### src/rtl/ulpi_pkg.sv
// Shared definitions for the ULPI register scheduler.
// Covers PHY register addresses, the fixed init table and the scheduler state encoding.
package ulpi_pkg;

    localparam logic [5:0] FUNC_CTRL = 6'h04;
    localparam logic [5:0] IFC_CTRL  = 6'h07;
    localparam logic [5:0] OTG_CTRL  = 6'h0A;

    localparam int INIT_LEN = 3;

    typedef struct packed {
        logic       rw;
        logic [5:0] addr;
        logic [7:0] data;
    } init_entry_t;

    typedef enum logic [2:0] {
        S_WAIT_READY,
        S_INIT_ISSUE,
        S_INIT_WAIT,
        S_IDLE,
        S_ISSUE,
        S_WAIT,
        S_GAP
    } state_t;

    // For a read entry, data holds the value expected back from the PHY.
    function automatic init_entry_t init_entry(input logic [1:0] idx);
        init_entry_t e;
        case (idx)
            2'd0:    e = '{rw: 1'b0, addr: OTG_CTRL,  data: 8'h00};
            2'd1:    e = '{rw: 1'b0, addr: FUNC_CTRL, data: 8'h45};
            default: e = '{rw: 1'b1, addr: FUNC_CTRL, data: 8'h45};
        endcase
        return e;
    endfunction

endpackage

### src/rtl/ulpi_reg_sched.sv
// Sole owner of the ULPI PHY register port.
// Runs the PHY init sequence, then arbitrates requesters A/B round-robin with timeout and retry.
module ulpi_reg_sched
    import ulpi_pkg::*;
#(
    parameter int MAX_RETRY = 3,
    parameter int TIMEOUT   = 1023,
    parameter int TO_W      = 10
) (
    input  logic       CLK_60M,
    input  logic       RST,
    input  logic       ULPI_READY,
    output logic       ULPI_REG_EN,
    output logic       ULPI_REG_RW,
    output logic [5:0] ULPI_REG_ADDR,
    output logic [7:0] ULPI_REG_WDATA,
    input  logic [7:0] ULPI_REG_RDATA,
    input  logic       ULPI_REG_DONE,
    input  logic       ULPI_REG_FAIL,
    input  logic       A_REQ,
    input  logic       A_RW,
    input  logic [5:0] A_ADDR,
    input  logic [7:0] A_WDATA,
    output logic       A_ACK,
    output logic       A_ERR,
    input  logic       B_REQ,
    input  logic       B_RW,
    input  logic [5:0] B_ADDR,
    input  logic [7:0] B_WDATA,
    output logic       B_ACK,
    output logic       B_ERR,
    output logic [7:0] RDATA,
    output logic       INIT_DONE,
    output logic       INIT_ERR,
    output logic       BUSY
);

    localparam int RT_W = (MAX_RETRY < 1) ? 1 : $clog2(MAX_RETRY + 1);

    state_t            state;
    logic [1:0]        init_idx;
    logic [RT_W-1:0]   retry_cnt;
    logic [TO_W-1:0]   to_cnt;
    logic              ptr_b;
    logic              gnt_b;
    logic              retry_pend;

    init_entry_t       cur_entry;
    logic              timed_out;
    logic              retry_ok;
    logic              last_entry;
    logic              pick_b;

    assign cur_entry  = init_entry(init_idx);
    assign timed_out  = (to_cnt == TO_W'(TIMEOUT));
    assign retry_ok   = (retry_cnt < RT_W'(MAX_RETRY));
    assign last_entry = (init_idx == 2'(INIT_LEN - 1));

    // Under contention the side opposite the pointer wins.
    always_comb begin
        pick_b = B_REQ;
        if (A_REQ && B_REQ) begin
            pick_b = !ptr_b;
        end
    end

    always_ff @(posedge CLK_60M) begin
        if (RST) begin
            state          <= S_WAIT_READY;
            init_idx       <= 2'd0;
            retry_cnt      <= '0;
            to_cnt         <= '0;
            ptr_b          <= 1'b0;
            gnt_b          <= 1'b0;
            retry_pend     <= 1'b0;
            ULPI_REG_EN    <= 1'b0;
            ULPI_REG_RW    <= 1'b0;
            ULPI_REG_ADDR  <= 6'd0;
            ULPI_REG_WDATA <= 8'd0;
            A_ACK          <= 1'b0;
            A_ERR          <= 1'b0;
            B_ACK          <= 1'b0;
            B_ERR          <= 1'b0;
            RDATA          <= 8'd0;
            INIT_DONE      <= 1'b0;
            INIT_ERR       <= 1'b0;
            BUSY           <= 1'b0;
        end else begin
            A_ACK <= 1'b0;
            A_ERR <= 1'b0;
            B_ACK <= 1'b0;
            B_ERR <= 1'b0;

            case (state)
                S_WAIT_READY: begin
                    if (ULPI_READY) begin
                        init_idx  <= 2'd0;
                        retry_cnt <= '0;
                        state     <= S_INIT_ISSUE;
                    end
                end

                // EN is registered here, so this cycle doubles as the low gap before each init attempt.
                S_INIT_ISSUE: begin
                    ULPI_REG_EN    <= 1'b1;
                    ULPI_REG_RW    <= cur_entry.rw;
                    ULPI_REG_ADDR  <= cur_entry.addr;
                    ULPI_REG_WDATA <= cur_entry.rw ? 8'd0 : cur_entry.data;
                    BUSY           <= 1'b1;
                    to_cnt         <= '0;
                    state          <= S_INIT_WAIT;
                end

                S_INIT_WAIT: begin
                    if (ULPI_REG_DONE || ULPI_REG_FAIL || timed_out) begin
                        ULPI_REG_EN <= 1'b0;
                        BUSY        <= 1'b0;
                        if (!ULPI_REG_DONE && retry_ok) begin
                            retry_cnt <= retry_cnt + RT_W'(1);
                            state     <= S_INIT_ISSUE;
                        end else begin
                            retry_cnt <= '0;
                            if (!ULPI_REG_DONE || (cur_entry.rw && (ULPI_REG_RDATA != cur_entry.data))) begin
                                INIT_ERR <= 1'b1;
                            end
                            if (last_entry) begin
                                INIT_DONE <= 1'b1;
                                state     <= S_IDLE;
                            end else begin
                                init_idx <= init_idx + 2'd1;
                                state    <= S_INIT_ISSUE;
                            end
                        end
                    end else begin
                        to_cnt <= to_cnt + TO_W'(1);
                    end
                end

                S_IDLE: begin
                    if (A_REQ || B_REQ) begin
                        gnt_b          <= pick_b;
                        if (A_REQ && B_REQ) begin
                            ptr_b <= pick_b;
                        end
                        ULPI_REG_RW    <= pick_b ? B_RW    : A_RW;
                        ULPI_REG_ADDR  <= pick_b ? B_ADDR  : A_ADDR;
                        ULPI_REG_WDATA <= pick_b ? B_WDATA : A_WDATA;
                        ULPI_REG_EN    <= 1'b1;
                        BUSY           <= 1'b1;
                        to_cnt         <= '0;
                        retry_cnt      <= '0;
                        state          <= S_ISSUE;
                    end
                end

                S_ISSUE: begin
                    to_cnt <= to_cnt + TO_W'(1);
                    state  <= S_WAIT;
                end

                S_WAIT: begin
                    if (ULPI_REG_DONE) begin
                        ULPI_REG_EN <= 1'b0;
                        retry_pend  <= 1'b0;
                        A_ACK       <= !gnt_b;
                        B_ACK       <= gnt_b;
                        if (ULPI_REG_RW) begin
                            RDATA <= ULPI_REG_RDATA;
                        end
                        state <= S_GAP;
                    end else if (ULPI_REG_FAIL || timed_out) begin
                        ULPI_REG_EN <= 1'b0;
                        state       <= S_GAP;
                        if (retry_ok) begin
                            retry_cnt  <= retry_cnt + RT_W'(1);
                            retry_pend <= 1'b1;
                        end else begin
                            retry_pend <= 1'b0;
                            A_ERR      <= !gnt_b;
                            B_ERR      <= gnt_b;
                        end
                    end else begin
                        to_cnt <= to_cnt + TO_W'(1);
                    end
                end

                // A pending retry re-issues the latched access; otherwise the port is released.
                S_GAP: begin
                    if (retry_pend) begin
                        retry_pend  <= 1'b0;
                        ULPI_REG_EN <= 1'b1;
                        to_cnt      <= '0;
                        state       <= S_ISSUE;
                    end else begin
                        BUSY  <= 1'b0;
                        state <= S_IDLE;
                    end
                end

                default: state <= S_WAIT_READY;
            endcase
        end
    end

endmodule

### config.mk
export PLATFORM = sky130hd
export DESIGN_NAME = ulpi_reg_sched
export DESIGN_NICKNAME = d
export VERILOG_FILES = /design/src/rtl/ulpi_pkg.sv /design/src/rtl/ulpi_reg_sched.sv
export SDC_FILE = /design/constraint.sdc
export NUM_CORES = 1
export LEC_CHECK = 0
export ABC_AREA = 1
export CAP_MARGIN = 30
export CORE_MARGIN = 2
export CORE_UTILIZATION = 34
export CTS_BUF_LIST = sky130_fd_sc_hd__clkbuf_16
export CTS_CLUSTER_DIAMETER = 50
export CTS_CLUSTER_SIZE = 28
export DETAILED_ROUTE_END_ITERATION = 10
export GPL_TIMING_DRIVEN = 0
export PLACE_DENSITY = 0.68
export SETUP_SLACK_MARGIN = 0.4
export SYNTH_ARGS = -nofsm -noshare
export SYNTH_HDL_FRONTEND = slang
export SYNTH_SLANG_ARGS = --single-unit
### constraint.sdc
create_clock -name CLK_60M -period 2.8 [get_ports CLK_60M]
set_input_delay 0.56 -clock CLK_60M [delete_from_list [all_inputs] [get_ports CLK_60M]]
set_output_delay 0.56 -clock CLK_60M [all_outputs]
set_load 0.02 [all_outputs]
# --- After elaboration in Yosys (flattened, before gate mapping) ---
# Cells that the tools add are included.
totals:
  regBits: 51
  in_bits: 45
  word_cells: 136
op_classes:
  n_addsub: 3
  magnitude_cmp: 1
  eq_ne: 23
  n_mux: 51
  bitwise_logic: 4
  n_reduce_logical: 35
op_table:
  columns: ["op", "count"]
  rows:
  - ["10-bit one-hot mux with 6 select lines", 1]
  - ["10-bit two-way mux", 5]
  - ["15-bit one-hot mux with 2 select lines", 1]
  - ["2-bit two-way mux", 12]
  - ["8-bit two-way mux", 3]
  - ["2-bit inequality test, second input constant", 12]
  - ["3-bit one-hot mux with 7 select lines", 1]
  - ["3-bit two-way mux", 6]
  - ["8-bit one-hot mux with 2 select lines", 1]
  - ["4-bit AND reduction", 4]
  - ["1-bit two-way mux", 12]
  - ["6-bit two-way mux", 2]
  - ["6-bit one-hot mux with 2 select lines", 1]
  - ["10-bit by 1-bit adder with 10-bit output, second input constant", 1]
  - ["10-bit equality test, second input constant", 1]
  - ["5-bit AND reduction", 2]
  - ["3-bit equality test, second input constant", 3]
  - ["8-bit inequality test", 1]
  - ["2-bit one-hot mux with 4 select lines", 1]
  - ["4-bit nonzero test", 2]
  - ["7-bit AND reduction", 1]
  - ["3-bit by 2-bit equality test with 1-bit output, second input constant", 2]
  - ["2-bit AND reduction", 3]
  - ["3-bit AND reduction", 2]
  - ["22 further kinds", 37]

# --- Depth between registers and ports, before layout ---
# Gate-level depths: netlist of run 1.
logic_depth:
  ltp_word: 6
  mapped_depth: 11
  mapped_depth_nobuf: 11

# --- Least setup slack after synthesis of run 1 ---
# OpenSTA, ideal clock, no wires.
synth_path:
  path_type: "input to register"
  start: "input A_REQ"
  end: "register ULPI_REG_RW"
  setup_ps: 56
  t_arrival_ps: 1426
  t_required_ps: 2744
  path_slack_ps: 1318
  path_stages: 8
  n_path_buf: 1
  cell_sequence: "nand2_1 > nand2_1 > inv_1 > clkbuf_1 > nand2_1 > a21oi_1 > o21ai_1 > inv_1"
synth_between:
  elab_chain_len: 5
synth_lines:
  columns: ["item", "line_no", "source"]
  rows:
  - ["from (decl)", "ulpi_reg_sched.sv:20", "input logic A_REQ,"]
  - ["1-bit logical AND", "ulpi_reg_sched.sv:62", "if (A_REQ && B_REQ) begin"]
  - ["1-bit two-way mux", "ulpi_reg_sched.sv:62", null]
  - ["1-bit two-way mux", "ulpi_reg_sched.sv:145", "ULPI_REG_RW <= pick_b ? B_RW : A_RW;"]
  - ["1-bit two-way mux", "ulpi_reg_sched.sv:140", "if (A_REQ || B_REQ) begin"]
  - ["1-bit one-hot mux with 2 select lines", "ulpi_reg_sched.sv:94", "case (state)"]
  - ["to (signal assigned)", "ulpi_reg_sched.sv:106", "ULPI_REG_RW <= cur_entry.rw;"]
  - ["to (signal assigned)", "ulpi_reg_sched.sv:145", null]
  - ["to (decl)", "ulpi_reg_sched.sv:14", "output logic ULPI_REG_RW,"]
# Parallel ways exist; a longest one is shown, timed or not. The select of a mux whose other input is x is not followed.
# A chain may end at the register's enable or synchronous reset.

# --- Worst setup path after layout of run 1 ---
layout_path:
  start: "input B_REQ"
  end: "register ULPI_REG_RW"
layout_between:
  elab_chain_len: 5
layout_lines:
  columns: ["item", "line_no", "source"]
  rows:
  - ["from (decl)", "ulpi_reg_sched.sv:26", "input logic B_REQ,"]
  - ["1-bit logical AND", "ulpi_reg_sched.sv:62", null]
  - ["1-bit two-way mux", "ulpi_reg_sched.sv:62", null]
  - ["1-bit two-way mux", "ulpi_reg_sched.sv:145", null]
  - ["1-bit two-way mux", "ulpi_reg_sched.sv:140", null]
  - ["1-bit one-hot mux with 2 select lines", "ulpi_reg_sched.sv:94", null]
# Parallel ways exist; a longest one is shown, timed or not. The select of a mux whose other input is x is not followed.

==> impl_metrics.csv, run 1 <==
group,metric,value,unit
run_status,status,"finished clean",
timing,fmax,0.494,GHz
final_layout,finalNonFillerCells,588,
logic_synthesis,synthArstFlopShare,0,%
logic_synthesis,synth_edf_count,0,
die,dieArea,8580,µm²
drt,dr.pass1.iters,4,
setup_path,cp.arrival,2.27,ns
cts,cts-buffers-inserted,5,
setup_path,end_kind,"register",
global_routing,grt_pass1_vias,2740,
cts,clk_latency,0.30,ns
logic_synthesis,yosysWarnings,0,
logic_synthesis,synthesis.instances,403,
place,dpl_cell_area,3550,µm²
drt,via_count,2799,
die,fp-row-count,32,
logic_synthesis,synth_top_cell_by_area,"dfxtp_1",
cts,ctsResizeCount,0,
setup_path,start_kind,"input port",
timing,worst-slew-pin-transition,0.821,ns
final_layout,finalInstanceArea,3700,µm²
die,core-area,7690,µm²
place,dp.cells,580,
pwr,max-vdd-ir-drop,0.000283,V
final_layout,post-route-util,48.2,%
timing,drv_slew,0,
cts,hold_buffers,0,
setup_path,path_max_fanout,10,
timing,skew,0.00599,ns
timing,relSlewSlack,44.9,%
cts,cts_root_buf,"clkbuf_16",
final_layout,syn_to_final_growth,38.6,%
timing,setup-violations-final,0,
global_routing,grt-ovfl-total,0,
die,die_h,92.6,µm
cts,cts.htree.levels,2,
cts,cts.sinks,51,
final_layout,mostFrequentLayoutCells,"nand2_1 (92), clkdlybuf4s50_1 (75), nor2_1 (64)",
die,io_pins,76,
die,fp.dieW,92.6,µm
cts,cts_setup_buffers,0,
cts,clk_pin_slew,0.07,ns
pwr,leakagePower,1.48,nW
die,start_util,34.7,%
drt,wire_per_inst,12.2,µm
cts,cts_max_path_buffers,2,
place,post-dp-hpwl,5.48,mm
logic_synthesis,syn_area,2670,µm²
final_layout,diodes,0,
drt,drt_wl_total,7.17,mm
timing,min_period_over_period,72.3,%
global_routing,antenna_found_initial,0,
global_routing,grt_pass1_wl,12.3,mm
timing,setup_ws,0.776,ns
timing,holdWs,0.450,ns
setup_path,crit_type,"input port to register",
timing,finalHoldViolations,0,
timing,period_needed,2.02,ns
drt,drc,0,
final_layout,final_nets,536,
logic_synthesis,ys_types,31,
logic_synthesis,yosys_most_used_dff,"dfxtp_1",
worst_hold_path,hold_class,"register to register",
timing,rsz0062_at_grt,"no",
drt,vias_per_cell,4.76,
global_routing,grt.total_usage,17.6,%
drt,ant_nets,0,
logic_synthesis,syn-num-nets,454,
global_routing,grt_max_degree,19,
logic_synthesis,syn_avg_cell_area,6.63,µm²
pwr,power_density,573,nW/µm²
setup_path,r2r_slack,1.05,ns
final_layout,layout_commonest_cell,"nand2_1",
cts,cts_tree,"built",
logic_synthesis,post-synth-top-area-fraction,38.2,%
place,dpl_worst_slack,0.448,ns
setup_path,critPathRequiredTime,3.05,ns
logic_synthesis,synth_area_leaders,"dfxtp_1 (38%), nand2_1 (13%), nor2_1 (9.0%), a21oi_1 (8.4%), inv_1 (5.9%)",
drt,drtIter0Drc,149,
final_layout,drive_above_1_share,7.20,%
job,cap_violations,0,
pwr,power.total,2.12,mW
logic_synthesis,synth-seq-cells,51,
logic_synthesis,ys_seq_area_share,38.2,%
timing,totalNegativeSetupSlack,0,ns
place,place_congestion,0.939,
place,io_buffers,75,
## where the power goes
group	internal (mW)	switching, mW	leakage (nW)
logic	0.255	0.396	0.994
registers	0.789	0.0449	0.414
clock network	0.341	0.297	0.0759
total	1.39	0.738	1.48
## critical path, cell delays in order
cell	delay, ns
clkdlybuf4s50_1	0.50
nand2_1	0.19
inv_1	0.26
clkbuf_1	0.36
nand2_1	0.10
a21oi_1	0.17
o21ai_1	0.08
inv_1	0.05
## worst paths after layout
path	start	cells past startpoint	end
setup reg to reg	to_cnt[0]$_SDFFE_PP0P_	9	to_cnt[8]$_SDFFE_PP0P_
hold reg to reg	INIT_DONE$_SDFFE_PP0P_	2	INIT_DONE$_SDFFE_PP0P_
hold / removal	INIT_DONE$_SDFFE_PP0P_	2	INIT_DONE$_SDFFE_PP0P_
setup / recovery	B_REQ	8	ULPI_REG_RW$_SDFFE_PP0P_
## synthesized netlist by cell type, types with 3 or more instances
master and instances:
nor3_1 4, nor3b_1 3, nand2_1 92, nand3_1 19, a21oi_1 45, a21oi_2 3
dfxtp_1 51, nor2_2 4, o21ai_0 30, nor2_1 64, nor2_4 5, ha_1 6
nand4_1 4, clkbuf_1 7, inv_1 42, inv_2 5
## registers in the layout, summed over array words and instances, names as in the netlist, 2 cells and up
signal / count
ULPI_REG_WDATA: 8
to_cnt: 10
ULPI_REG_ADDR: 6
init_idx: 2
state: 3
RDATA: 8
retry_cnt: 2
## area by class of cell
cell class	count	area (µm²)
Multi-Input combinational cell	294	1420
Timing Repair Buffer	75	751
Clock inverter	3	28.8
Buffer	9	42.5
Inverter	49	188
Tap cell	102	128
Sequential cell	51	1020
Clock buffer	5	125
Fill cell	792	3980
## layer usage
layer  vias up  global-route usage [%]  share of wire (%)
met4         0                    5.27                1.5
li1       1456                       -                  -
met2        75                    28.5                 45
met3         9                    6.83                8.3
met1      1259                    21.6                 46
met5         -                       0                  0
## cell families after synthesis
family | after synthesis | synth area share [%]
XOR/XNOR | 1 | 0.328
AO/OA/AOI/OAI | 86 | 17.2
adder cells (fa/ha/maj) | 6 | 2.81
AND/OR/NAND/NOR | 201 | 32.8
flip-flops | 51 | 38.2
buffers and inverters | 58 | 8.62
(Power assumes the default switching activity.)
==> run 2, diff against run 1 <==
--- a/config.mk
+++ b/config.mk
@@ -14,7 +14,7 @@
 export CTS_CLUSTER_SIZE = 28
 export DETAILED_ROUTE_END_ITERATION = 10
 export GPL_TIMING_DRIVEN = 0
-export PLACE_DENSITY = 0.68
+export PLACE_DENSITY = 0.71
 export SETUP_SLACK_MARGIN = 0.4
 export SYNTH_ARGS = -nofsm -noshare
 export SYNTH_HDL_FRONTEND = slang
==> constraint.sdc (replaced) <==
create_clock -name CLK_60M -period 1.8 [get_ports CLK_60M]
set_input_delay 0.36 -clock CLK_60M [delete_from_list [all_inputs] [get_ports CLK_60M]]
set_output_delay 0.36 -clock CLK_60M [all_outputs]
set_load 0.02 [all_outputs]
==> run 2 against run 1 <==
Against the previous run: worst setup slack lost 0.59 ns; final cell count grew 6.1%; clock skew shrank 0.0020 ns; global-route usage grew 1.8 points; first-iteration DRC count grew 3.4%; largest power group is now combinational logic; combinational power grew 140%; die area is the same; largest cell class unchanged; sequential share of layout area shrank 4.5 points; worst hold slack lost 0.053 ns.
==> impl_metrics.csv, run 2 (synthesis gave the netlist of run 1 again) <==
group,metric,value,unit
final_layout,mostFrequentLayoutCells,"nand2_1 (70), nor2_1 (48), dfxtp_1 (44)",
run_status,status,"finished clean",
timing,setup-violations-final,0,
setup_path,crit_buf_inv,0,
cts,cts_tree,"built",
global_routing,grt_most_used_layer,"met2",
setup_path,end_kind,"register",
drt,drt_wl_total,8.96,mm
drt,vias_per_cell,4.93,
global_routing,grt_pass1_vias,2882,
die,die_h,92.6,µm
setup_path,cp_slowest_cell,"dfxtp_2",
cts,cts_max_path_buffers,2,
die,fp.dieW,92.6,µm
cts,cts-buffers-inserted,5,
timing,fmax,0.621,GHz
global_routing,grt_max_degree,18,
global_routing,grt.total_usage,19.3,%
final_layout,diodes,0,
drt,drtIter0Drc,154,
die,dieArea,8580,µm²
final_layout,syn_to_final_growth,68.9,%
timing,min_period_over_period,89.5,%
cts,cts.sinks,51,
final_layout,top_register,"to_cnt",
setup_path,cp_top_family,"simple AND/OR/NAND/NOR gates",
place,post-dp-hpwl,5.36,mm
drt,wire_per_inst,14.4,µm
timing,drv_slew,0,
pwr,max-vdd-ir-drop,0.000449,V
global_routing,met1_usage,23.5,%
timing,skew,0.00394,ns
timing,relSlewSlack,57.7,%
die,io_pins,76,
drt,dr.pass1.iters,5,
final_layout,largest_reg_flops,10,
setup_path,start_kind,"register",
setup_path,cp.arrival,1.82,ns
timing,rsz0062_at_grt,"yes",
timing,worst-slew-pin-transition,0.634,ns
job,cap_violations,0,
place,dp.cells,580,
timing,setup_ws,0.189,ns
final_layout,drive_above_1_share,32.0,%
pwr,leakagePower,1.92,nW
drt,ant_nets,0,
setup_path,critPathRequiredTime,2.01,ns
cts,cts_root_buf,"clkbuf_16",
drt,via_count,3079,
global_routing,met3_usage,5.29,%
cts,clk_latency,0.30,ns
die,core-area,7690,µm²
place,io_buffers,75,
place,place_congestion,0.913,
place,dpl_worst_slack,-0.339,ns
setup_path,crit_type,"register to register",
timing,finalHoldViolations,0,
setup_path,slowest_delay,0.36,ns
global_routing,use_met2,33.6,%
final_layout,reg_top3,"to_cnt: 10 flops, RDATA: 8 flops, ULPI_REG_WDATA: 8 flops",
setup_path,cp_cell_sequence,"ha_4 > nand2_4 > nor2_4 > nand3_4 > nand2_4 > nand2_8 > nor2_4 > nand2_1 > a21oi_1",
global_routing,grt_pass1_wl,13.2,mm
pwr,power_density,897,nW/µm²
timing,period_needed,1.61,ns
final_layout,final_nets,572,
global_routing,grt-ovfl-total,0,
die,start_util,34.7,%
drt,drc,0,
global_routing,antenna_found_initial,0,
cts,cts.htree.levels,2,
setup_path,path_max_fanout,5,
final_layout,finalNonFillerCells,624,
cts,clk_pin_slew,0.07,ns
final_layout,layout_commonest_cell,"nand2_1",
worst_hold_path,hold_class,"input port to register",
die,fp-row-count,32,
[run 2: timing repair]
item	4_1_cts	5_1_grt
buffers inserted	16	16
pin swaps	37	30
hold buffers	0	0
endpoints found under the setup margin	79	48
cloned	3	1
gates resized for setup	129	80
[run 2: cell type report]
type	instances	area, µm²
plain buffers	9	58.8
clock buffers	5	125
clock inverters	3	46.3
fillers	651	3180
inverters	49	221
multi-input cells	296	1890
flip-flops and latches	51	1040
well taps	102	128
repair buffers	109	1010
[run 2: where the power goes]
group / total (mW) / internal [mW] / switching, mW
logic: 1.58 / 0.680 / 0.902
clock network: 1.13 / 0.662 / 0.463
registers: 1.34 / 1.23 / 0.107
total: 4.05 / 2.58 / 1.47
[run 2: worst paths after layout]
kind,startpoint,endpoint,slack (ns),depth (start not counted)
worst max-delay path,to_cnt[1]$_SDFFE_PP0P_,init_idx[1]$_SDFFE_PP0P_,0.19,9
worst min-delay path,B_REQ,ptr_b$_SDFFE_PP0P_,0.40,3
worst max register to register,to_cnt[1]$_SDFFE_PP0P_,init_idx[1]$_SDFFE_PP0P_,0.19,9
worst min register to register,ULPI_REG_WDATA[7]$_SDFFE_PP0P_,ULPI_REG_WDATA[7]$_SDFFE_PP0P_,0.46,2
[run 2: per-stage QoR]
stage	util (%)	power [mW]	hold WS, ns	area [µm²]	setup TNS [ns]
2_1_floorplan	-	1.96	0.426	2700	0
3_3_place_gp	46.6	2.34	0.445	3580	-4.26
3_5_place_dp	46.6	2.35	0.450	3580	-5.03
4_1_cts	54.5	3.77	0.458	4190	0
5_1_grt	58.7	4.23	0.422	4510	0
6_report	58.7	4.05	0.397	4510	0
[run 2: worst register-to-register path: stages, from the launching register on]
cell and delay (ns):
dfxtp_2 0.36, ha_4 0.16, nand2_4 0.06, nor2_4 0.15
nand3_4 0.15, nand2_4 0.14, nand2_8 0.11, nor2_4 0.13
nand2_1 0.08, a21oi_1 0.17
[run 2: layer usage]
metal	vias to the layer above	share of wire [%]
li1	1542	-
met1	1430	42
met2	96	51
met3	11	6.0
met4	0	1.2
met5	-	0
